## src/rtl/pacman_gfx_pkg.sv

```systemverilog
// Shared graphics definitions for the Pac-Man VGA path: screen size, default
// widths, the blitter FSM state type and the colour type.
package pacman_gfx_pkg;

  localparam int unsigned SCR_W     = 160;
  localparam int unsigned SCR_H     = 120;
  localparam int unsigned DEF_X_W   = 8;
  localparam int unsigned DEF_Y_W   = 7;
  localparam int unsigned DEF_COL_W = 3;

  typedef enum logic [1:0] {
    StIdle,
    StDraw,
    StFlush,
    StDone
  } blit_state_e;

  typedef logic [DEF_COL_W-1:0] colour_t;

  // Counter width able to hold 0..n-1, never narrower than one bit.
  function automatic int unsigned cnt_w(input int unsigned n);
    return (n > 1) ? $clog2(n) : 1;
  endfunction

endpackage

```

## src/rtl/sprite_blit_if.sv

```systemverilog
// Bundle of the sprite blitter's handshake, ROM and pixel-output signals.
interface sprite_blit_if
  import pacman_gfx_pkg::*;
#(
  parameter int unsigned X_W    = DEF_X_W,
  parameter int unsigned Y_W    = DEF_Y_W,
  parameter int unsigned COL_W  = DEF_COL_W,
  parameter int unsigned ADDR_W = 5
);

  logic              start;
  logic [X_W-1:0]    org_x;
  logic [Y_W-1:0]    org_y;
  logic              hflip;
  logic              busy;
  logic              done;
  logic [ADDR_W-1:0] rom_addr;
  logic [COL_W-1:0]  rom_q;
  logic [X_W-1:0]    vga_x;
  logic [Y_W-1:0]    vga_y;
  logic [COL_W-1:0]  colour;
  logic              plot;

  modport master (
    output start, org_x, org_y, hflip, rom_q,
    input  busy, done, rom_addr, vga_x, vga_y, colour, plot
  );

  modport slave (
    input  start, org_x, org_y, hflip, rom_q,
    output busy, done, rom_addr, vga_x, vga_y, colour, plot
  );

endinterface

```

## src/rtl/sprite_addr_gen.sv

```systemverilog
// Column/row scan counters for the sprite blitter, with horizontal flip and
// row-major ROM address generation.
module sprite_addr_gen
  import pacman_gfx_pkg::*;
#(
  parameter int unsigned SPR_W  = 5,
  parameter int unsigned SPR_H  = 5,
  parameter int unsigned ADDR_W = 5,
  parameter int unsigned ColW   = cnt_w(SPR_W),
  parameter int unsigned RowW   = cnt_w(SPR_H)
) (
  input  logic              clk_i,
  input  logic              rst_ni,
  input  logic              clear_i,
  input  logic              advance_i,
  input  logic              hflip_i,
  output logic [ColW-1:0]   col_o,
  output logic [RowW-1:0]   row_o,
  output logic [ADDR_W-1:0] addr_o,
  output logic              last_o
);

  logic [ColW-1:0] col_q, col_d, col_eff;
  logic [RowW-1:0] row_q, row_d;
  logic            col_end, row_end;

  assign col_end = (col_q == ColW'(SPR_W - 1));
  assign row_end = (row_q == RowW'(SPR_H - 1));

  always_ff @(posedge clk_i or negedge rst_ni) begin
    if (!rst_ni) begin
      col_q <= '0;
      row_q <= '0;
    end else begin
      col_q <= col_d;
      row_q <= row_d;
    end
  end

  always_comb begin
    col_d = col_q;
    row_d = row_q;
    if (clear_i) begin
      col_d = '0;
      row_d = '0;
    end else if (advance_i) begin
      if (col_end) begin
        col_d = '0;
        row_d = row_end ? '0 : row_q + 1'b1;
      end else begin
        col_d = col_q + 1'b1;
      end
    end
  end

  // Mirroring only changes which ROM column is fetched; the screen column
  // still walks left to right.
  assign col_eff = hflip_i ? ColW'(SPR_W - 1) - col_q : col_q;
  assign addr_o  = ADDR_W'(row_q) * ADDR_W'(SPR_W) + ADDR_W'(col_eff);
  assign last_o  = col_end && row_end;
  assign col_o   = col_q;
  assign row_o   = row_q;

endmodule

```

## src/rtl/sprite_blit.sv

```systemverilog
// Sprite renderer: draws an SPR_W x SPR_H bitmap from a synchronous ROM at a
// latched origin. Optional transparency via macro SPRITE_BLIT_TRANSP_EN.
module sprite_blit
  import pacman_gfx_pkg::*;
#(
  parameter int unsigned SPR_W      = 5,
  parameter int unsigned SPR_H      = 5,
  parameter int unsigned X_W        = DEF_X_W,
  parameter int unsigned Y_W        = DEF_Y_W,
  parameter int unsigned COL_W      = DEF_COL_W,
  parameter int unsigned ADDR_W     = 5,
  parameter int unsigned TRANSP_COL = 0
) (
  input logic         clk,
  input logic         resetn,
  sprite_blit_if.slave bus
);

  localparam int unsigned ColW = cnt_w(SPR_W);
  localparam int unsigned RowW = cnt_w(SPR_H);

`ifdef SPRITE_BLIT_TRANSP_EN
  localparam bit TranspEn = 1'b1;
`else
  localparam bit TranspEn = 1'b0;
`endif

  blit_state_e state_q, state_d;
  logic [X_W-1:0]    org_x_q, vga_x_q, vga_x_d;
  logic [Y_W-1:0]    org_y_q, vga_y_q, vga_y_d;
  logic              hflip_q, plot_q, plot_d;
  logic              latch, clear, advance, last;
  logic [ColW-1:0]   col;
  logic [RowW-1:0]   row;
  logic [ADDR_W-1:0] addr;
  logic              pix_transp;

  sprite_addr_gen #(
    .SPR_W (SPR_W),
    .SPR_H (SPR_H),
    .ADDR_W(ADDR_W),
    .ColW  (ColW),
    .RowW  (RowW)
  ) u_addr_gen (
    .clk_i    (clk),
    .rst_ni   (resetn),
    .clear_i  (clear),
    .advance_i(advance),
    .hflip_i  (hflip_q),
    .col_o    (col),
    .row_o    (row),
    .addr_o   (addr),
    .last_o   (last)
  );

  always_ff @(posedge clk or negedge resetn) begin
    if (!resetn) begin
      state_q <= StIdle;
      org_x_q <= '0;
      org_y_q <= '0;
      hflip_q <= 1'b0;
      plot_q  <= 1'b0;
      vga_x_q <= '0;
      vga_y_q <= '0;
    end else begin
      state_q <= state_d;
      plot_q  <= plot_d;
      vga_x_q <= vga_x_d;
      vga_y_q <= vga_y_d;
      if (latch) begin
        org_x_q <= bus.org_x;
        org_y_q <= bus.org_y;
        hflip_q <= bus.hflip;
      end
    end
  end

  always_comb begin
    state_d = state_q;
    latch   = 1'b0;
    clear   = 1'b0;
    advance = 1'b0;
    unique case (state_q)
      StIdle: begin
        if (bus.start) begin
          latch   = 1'b1;
          clear   = 1'b1;
          state_d = StDraw;
        end
      end
      StDraw: begin
        advance = 1'b1;
        if (last) state_d = StFlush;
      end
      StFlush: state_d = StDone;
      StDone:  state_d = StIdle;
      default: state_d = StIdle;
    endcase
  end

  // One-stage pipeline so coordinates line up with the ROM's read latency.
  always_comb begin
    plot_d  = (state_q == StDraw);
    vga_x_d = vga_x_q;
    vga_y_d = vga_y_q;
    if (state_q == StDraw) begin
      vga_x_d = org_x_q + X_W'(col);
      vga_y_d = org_y_q + Y_W'(row);
    end
  end

  assign pix_transp   = (bus.rom_q == COL_W'(TRANSP_COL));
  assign bus.busy     = (state_q != StIdle);
  assign bus.done     = (state_q == StDone);
  assign bus.rom_addr = (state_q == StDraw) ? addr : '0;
  assign bus.vga_x    = vga_x_q;
  assign bus.vga_y    = vga_y_q;
  assign bus.colour   = bus.rom_q;
  assign bus.plot     = plot_q & (~TranspEn | ~pix_transp);

endmodule

```

## src/flat_wrapper.sv

```systemverilog
// flat-port wrapper written by rule: the top's interface ports become plain ports
module sprite_blit_flat import pacman_gfx_pkg::*;
#(
  parameter int unsigned SPR_W      = 5,
  parameter int unsigned SPR_H      = 5,
  parameter int unsigned X_W        = DEF_X_W,
  parameter int unsigned Y_W        = DEF_Y_W,
  parameter int unsigned COL_W      = DEF_COL_W,
  parameter int unsigned ADDR_W     = 5,
  parameter int unsigned TRANSP_COL = 0
)
  (clk, resetn, bus_start, bus_org_x, bus_org_y, bus_hflip, bus_rom_q, bus_busy, bus_done, bus_rom_addr, bus_vga_x, bus_vga_y, bus_colour, bus_plot);
  sprite_blit_if #(.X_W(X_W), .Y_W(Y_W), .COL_W(COL_W), .ADDR_W(ADDR_W)) bus_i ();
  input logic clk;
  input logic resetn;
  input wire logic [$bits(bus_i.start)-1:0] bus_start;
  input wire logic [$bits(bus_i.org_x)-1:0] bus_org_x;
  input wire logic [$bits(bus_i.org_y)-1:0] bus_org_y;
  input wire logic [$bits(bus_i.hflip)-1:0] bus_hflip;
  input wire logic [$bits(bus_i.rom_q)-1:0] bus_rom_q;
  output wire logic [$bits(bus_i.busy)-1:0] bus_busy;
  output wire logic [$bits(bus_i.done)-1:0] bus_done;
  output wire logic [$bits(bus_i.rom_addr)-1:0] bus_rom_addr;
  output wire logic [$bits(bus_i.vga_x)-1:0] bus_vga_x;
  output wire logic [$bits(bus_i.vga_y)-1:0] bus_vga_y;
  output wire logic [$bits(bus_i.colour)-1:0] bus_colour;
  output wire logic [$bits(bus_i.plot)-1:0] bus_plot;
  assign bus_i.start = bus_start;
  assign bus_i.org_x = bus_org_x;
  assign bus_i.org_y = bus_org_y;
  assign bus_i.hflip = bus_hflip;
  assign bus_i.rom_q = bus_rom_q;
  assign bus_busy = bus_i.busy;
  assign bus_done = bus_i.done;
  assign bus_rom_addr = bus_i.rom_addr;
  assign bus_vga_x = bus_i.vga_x;
  assign bus_vga_y = bus_i.vga_y;
  assign bus_colour = bus_i.colour;
  assign bus_plot = bus_i.plot;
  sprite_blit #(.SPR_W(SPR_W), .SPR_H(SPR_H), .X_W(X_W), .Y_W(Y_W), .COL_W(COL_W), .ADDR_W(ADDR_W), .TRANSP_COL(TRANSP_COL)) u_core (.clk(clk), .resetn(resetn), .bus(bus_i));
endmodule
```

## config.mk

```make
export PLATFORM = sky130hd
export DESIGN_NAME = sprite_blit_flat
export DESIGN_NICKNAME = d
export VERILOG_FILES = /design/src/rtl/pacman_gfx_pkg.sv /design/src/rtl/sprite_blit_if.sv /design/src/rtl/sprite_addr_gen.sv /design/src/rtl/sprite_blit.sv /design/src/flat_wrapper.sv
export SDC_FILE = /design/constraint.sdc
export NUM_CORES = 1
export LEC_CHECK = 0
export BUFFER_PORTS_ARGS = -buffer_cell sky130_fd_sc_hd__buf_2
export CAP_MARGIN = 0
export CORE_MARGIN = 10
export CORE_UTILIZATION = 35
export CTS_BUF_LIST = sky130_fd_sc_hd__clkbuf_4 sky130_fd_sc_hd__clkbuf_8 sky130_fd_sc_hd__clkbuf_16
export CTS_CLUSTER_DIAMETER = 80
export DETAILED_ROUTE_END_ITERATION = 10
export PLACE_DENSITY_LB_ADDON = 0.12
export SLEW_MARGIN = 30
export SYNTH_ARGS = -nofsm -noshare
export SYNTH_HDL_FRONTEND = slang
export SYNTH_HIERARCHICAL = 1
export SYNTH_SLANG_ARGS = --single-unit
```

## constraint.sdc

```tcl
create_clock -name clk -period 5.8 [get_ports clk]
set_clock_uncertainty 0.2 [all_clocks]
set_input_delay 0.58 -clock clk [delete_from_list [all_inputs] [get_ports clk]]
set_output_delay 0.58 -clock clk [all_outputs]
set_load 0.005 [all_outputs]
```

Word level (Yosys, flattened, before mapping)
Index checks and enable logic that the tools add are counted.
{ "totals": {"reg_bits": 40, "in_bits": 22, "out_inout_bits": 26, "word_cells": 45} }
{ "classes": {"addsub": 6, "multipliers": 1, "n_eq_ne": 7, "mux": 15, "n_reduce_logical": 7} }
{ "op_table": {"columns": ["cell", "count"], "rows": [
  ["2-to-1 mux 3 bit", 8],
  ["adder 8 x 3 -> 8 bit", 1],
  ["case mux 2 bit (4 select lines)", 1],
  ["adder 7 x 3 -> 7 bit", 1],
  ["adder 3 x 1 -> 3 bit, second input constant", 2],
  ["equality test 3 bit, second input constant", 2],
  ["nonzero test 2 bit", 3],
  ["adder 5 x 3 -> 5 bit", 1],
  ["multiplier 3 x 3 -> 5 bit, second input constant", 1],
  ["2-to-1 mux 5 bit", 1],
  ["equality test 2 bit, second input constant", 2],
  ["2-to-1 mux 2 bit", 2],
  ["inequality test 2 bit, second input constant", 2],
  ["AND reduction 2 bit", 2],
  ["2-to-1 mux 1 bit", 3],
  ["subtractor 3 bit, first input constant", 1],
  ["equality test 2 x 1 -> 1 bit, second input constant", 1],
  ["zero test 2 bit", 1],
  ["logical AND 1 bit", 1]
]} }

Longest topological paths before layout
{ "depth": {"ltp_word": 5, "mapped_depth": 10} }

Cells and area by module
The synthesis kept the hierarchy.
{ "by_module_without_submodules": {"columns": ["mod", "n_inst", "cells_per_inst", "area_per_inst_um2", "seq_area_each_um2"], "rows": [
  ["sprite_blit", 1, 160, 1781.7, 850.8],
  ["sprite_addr_gen", 1, 55, 539.3, 150.1]
]} }

Worst setup path before layout
No wires, ideal clock.
{ "synth_path": {"path_type": "register to output", "start": "register u_core.u_addr_gen.col_q[0] (netlist: u_core/u_addr_gen/col_o[0])", "end": "output bus_rom_addr[4]", "arrival_ps": 2354, "setup_slack_ps": 2666, "stages_incl_launch_ff": 11, "n_path_buf": 0, "path_cell_list": "dfrtp_1 > inv_1 > ha_1 > ha_1 > mux2_2 > ha_1 > ha_1 > a21o_1 > a21oi_1 > xnor2_1 > and2_1"} }
{ "synth_via": {"elab_chain_cells": 4} }
{ "synth_lines": {"columns": ["element", "line", "source"], "rows": [
  ["start, declared", "sprite_addr_gen.sv:23", "logic [ColW-1:0] col_q, col_d, col_eff;"],
  ["start signal, assigned", "sprite_addr_gen.sv:35", "col_q <= col_d;"],
  ["subtractor 3 bit", "sprite_addr_gen.sv:58", "assign col_eff = hflip_i ? ColW'(SPR_W - 1) - col_q : col_q;"],
  ["2-to-1 mux 3 bit *", "sprite_addr_gen.sv:58", null],
  ["adder 5 x 3 -> 5 bit *", "sprite_addr_gen.sv:59", "assign addr_o = ADDR_W'(row_q) * ADDR_W'(SPR_W) + ADDR_W'(col_eff);"],
  ["via u_core.addr[4]", "sprite_blit.sv:35", "logic [ADDR_W-1:0] addr;"],
  ["2-to-1 mux 5 bit *", "sprite_blit.sv:115", "assign bus.rom_addr = (state_q == StDraw) ? addr : '0;"],
  ["end, declared", "flat_wrapper.sv:23", "output wire logic [$bits(bus_i.rom_addr)-1:0] bus_rom_addr;"]
]} }
The timed path passes the listed nets; every way through them passes the cells marked *.

Worst setup path after layout
Ends and elaborated chain as after synthesis.

==> out/metrics.yaml <==
outcome:
  run_status: "completed"
cts:
  cts_tree: "done"
  cts-root-buf: "clkbuf_8"
  h-tree-depth: 2
  clk_path_buf_depth: 2
  clock_latency_ns: 0.29
  clock-sinks: 40
  cts_hold_buf: 0
  cts_resized: 0
  cts_buffers: 5
  clkTransAtPathRegs_ns: 0.09
  postCtsSetupBuffers: 0
yosys:
  synthArstFlopShare: 1.000
  synth_top_area_frac: 0.4313
  synthTopCellsByArea: "dfrtp_1 43%, ha_1 13%, mux2_2 7.3%, inv_1 2.7%, fa_1 2.6%"
  netlist_instances: 215
  synth_edf_count: 0
  ys_warn_count: 6
  synth-seq-cells: 40
  yosys.area.top_type: "dfrtp_1"
  ys.flop_type: "dfrtp_1"
  synth_area_mm2: 0.002321
  yosysSeqAreaShare: 0.4313
  syn_nets: 264
  synth.distinct_cells: 49
  synth_area_per_cell_um2: 10.80
timing:
  tightest_slew_ns: 0.6549
  rsz0062_at_grt: "false"
  maxSlewViolCount: 0
  setup_violations: 0
  fmax_mhz: 272.3
  min_period_over_period: 0.6331
  slew_headroom: 0.5623
  whs_ns: 0.04451
  finalCriticalPeriod_ns: 3.672
  final_hold_viol_count: 0
  setup_tns_ns: 0
floorplanning:
  core-area_mm2: 0.006386
  dieArea_mm2: 0.01029
  die_height_um: 101.4
  io_pins: 48
  initial_core_util: 0.3634
  num_rows: 29
  die_w_um: 101.4
detailed_routing:
  finalWirelength_um: 5309
  drt_iter0_markers: 98
  via_per_inst: 5.147
  via_count: 1719
  wl_per_cell_um: 15.90
  drc: 0
  firstDrtPassIters: 4
  drt.antenna.violating_nets: 0
layout:
  num_antenna_cells: 0
  fin_nets: 305
  areaGrowthSynthToFinish_pct: 16.39
  finalNonFillerCells: 334
  drive_gt1_frac: 0.2763
  seq_area_mm2: 0.001001
  multi_input_area_mm2: 0.001196
  fillers: 660
setup_path:
  reg2reg_to: "u_core/state_q[1]$_DFFE_PN0P_"
  reg2reg_slack_ns: 3.24
  crit_path_start_kind: "register"
  r2r_start: "u_core/state_q[1]$_DFFE_PN0P_"
  critical_path_class: "reg2out"
  path_max_fanout: 6
  worstPathArrival_ns: 2.89
  crit_required_ns: 5.02
  r2r_cells: 6
  crit_path_end_kind: "output pin"
power:
  peakVddDrop_uv: 263.0
  total_leakage_power_nw: 1.363
  power_density_mw_per_mm2: 505.8
global_routing:
  antenna_found_initial: 0
  grt_max_degree: 41
  grtUsageTotal: 0.1113
  grt_pass1_vias: 1861
  overflow: 0
  grt_pass1_wl_um: 9377
worst_hold_path:
  hold_path_class: "in2async"
run:
  drv_cap: 0
placed_design:
  dpl.hpwl_um: 3981
  placed_cells_incl_taps: 326
  io_buffers: 41
  gp_congestion: 0.7409
-- synth_stat cells (2+ instances only) --
| master | count |
|---|---|
| buf_4 | 3 |
| nor2b_1 | 2 |
| o221ai_1 | 2 |
| ha_1 | 24 |
| or3_1 | 5 |
| mux2_1 | 2 |
| nand2_1 | 11 |
| and3_1 | 2 |
| mux2_2 | 15 |
| o21ai_0 | 12 |
| inv_2 | 2 |
| nor2_1 | 8 |
| a31oi_1 | 3 |
| a21o_1 | 2 |
| xor2_1 | 2 |
| and2_1 | 6 |
| a21oi_1 | 8 |
| o21a_1 | 2 |
| o2111ai_1 | 3 |
| inv_1 | 17 |
| nor3_1 | 2 |
| dfrtp_1 | 40 |
| nand3_1 | 10 |
| fa_1 | 3 |
| xnor2_1 | 3 |
| buf_2 | 3 |
-- per-layer routing --
layer	vias up	GRT usage	share of wire	wire length, µm
met2	37	0.1753	0.46	2464
li1	843	-	-	-
met3	5	0.03676	0.065	344
met1	834	0.1419	0.46	2459
met5	-	0	0	0
met4	0	0.03215	0.0075	40
-- critical path: stages (launching register included) --
cell     delay [ns]
dfrtp_1        0.45
inv_1          0.07
ha_1           0.19
ha_1           0.26
mux2_2         0.27
ha_1           0.34
ha_1           0.31
a21o_1         0.18
a21oi_1        0.17
xnor2_1        0.13
and2_1         0.13
buf_2          0.11
-- state kept, by name (all words and copies together), names as in the netlist --
signal                   flops
u_core/org_y_q               7
u_core/u_addr_gen/col_o      3
u_core/bus.vga_y             7
u_core/org_x_q               8
u_core/bus.vga_x             8
u_core/bus.plot              1
u_core/state_q               2
u_core/u_addr_gen/row_o      3
u_core/hflip_q               1
-- worst max-delay path by stage --
stage,depth (start not counted),end,start
after CTS,11,bus_rom_addr[4],u_core/u_addr_gen/col_o[0]$_DFFE_PN0P_
final,11,bus_rom_addr[4],u_core/u_addr_gen/col_o[0]$_DFFE_PN0P_
after global routing,11,bus_rom_addr[4],u_core/u_addr_gen/col_o[0]$_DFFE_PN0P_
after floorplan,10,bus_rom_addr[4],u_core/u_addr_gen/col_o[0]$_DFFE_PN0P_
after detailed placement,11,bus_rom_addr[4],u_core/u_addr_gen/col_o[0]$_DFFE_PN0P_
after global placement,11,bus_rom_addr[4],u_core/u_addr_gen/col_o[0]$_DFFE_PN0P_
-- cell type report --
class / instances / area share
sequential: 40 / 0.3705
multi-input combinational: 148 / 0.4428
timing repair buffer: 42 / 0.07967
clock buffer: 6 / 0.03057
tap: 77 / 0.03566
inverter: 19 / 0.02640
clock inverter: 2 / 0.01436
-- cell families (layout without fill, tap and decap cells) --
family,after synthesis,after routing,synth area share
AND/OR/NAND/NOR,53,53,0.1229
XOR/XNOR,5,5,0.01887
adder cells (fa/ha/maj),27,27,0.1553
AO/OA/AOI/OAI,45,45,0.1315
multiplexers,18,18,0.08679
buffers and inverters,27,69,0.05337
flip-flops,40,40,0.4313
-- through the flow --
stage,power [W],util,setup WS [ns],instance area (µm²)
floorplan,0.0009322,-,2.666,2321
finish,0.001366,0.4230,2.128,2701
global route,0.001506,0.4230,1.977,2701
CTS,0.001395,0.4226,2.105,2699
global placement,0.001136,0.4036,2.461,2577
detailed placement,0.001142,0.4036,2.459,2577
-- report_power, final --
part           internal, W  total (W)  switching (W)
Clock             0.000141   0.000246       0.000105
Combinational     0.000292   0.000609       0.000317
Sequential        0.000413   0.000512      0.0000992
-- cells in the final DEF (no fill, tap or decap), types with 2 or more instances in the layout --
master,netlist,routed
a21o_1,2,2
a21oi_1,8,8
a31oi_1,3,3
and2_1,6,6
and3_1,2,2
buf_2,3,40
buf_4,3,2
clkbuf_8,0,6
dfrtp_1,40,40
fa_1,3,3
ha_1,24,24
inv_1,17,17
inv_2,2,2
mux2_1,2,2
mux2_2,15,15
nand2_1,11,11
nand3_1,10,10
nor2_1,8,8
nor2b_1,2,2
nor3_1,2,2
o2111ai_1,3,3
o21a_1,2,2
o21ai_0,12,12
o221ai_1,2,2
or3_1,5,5
xnor2_1,3,3
xor2_1,2,2
No activity file was read; power rests on OpenSTA's default activity.
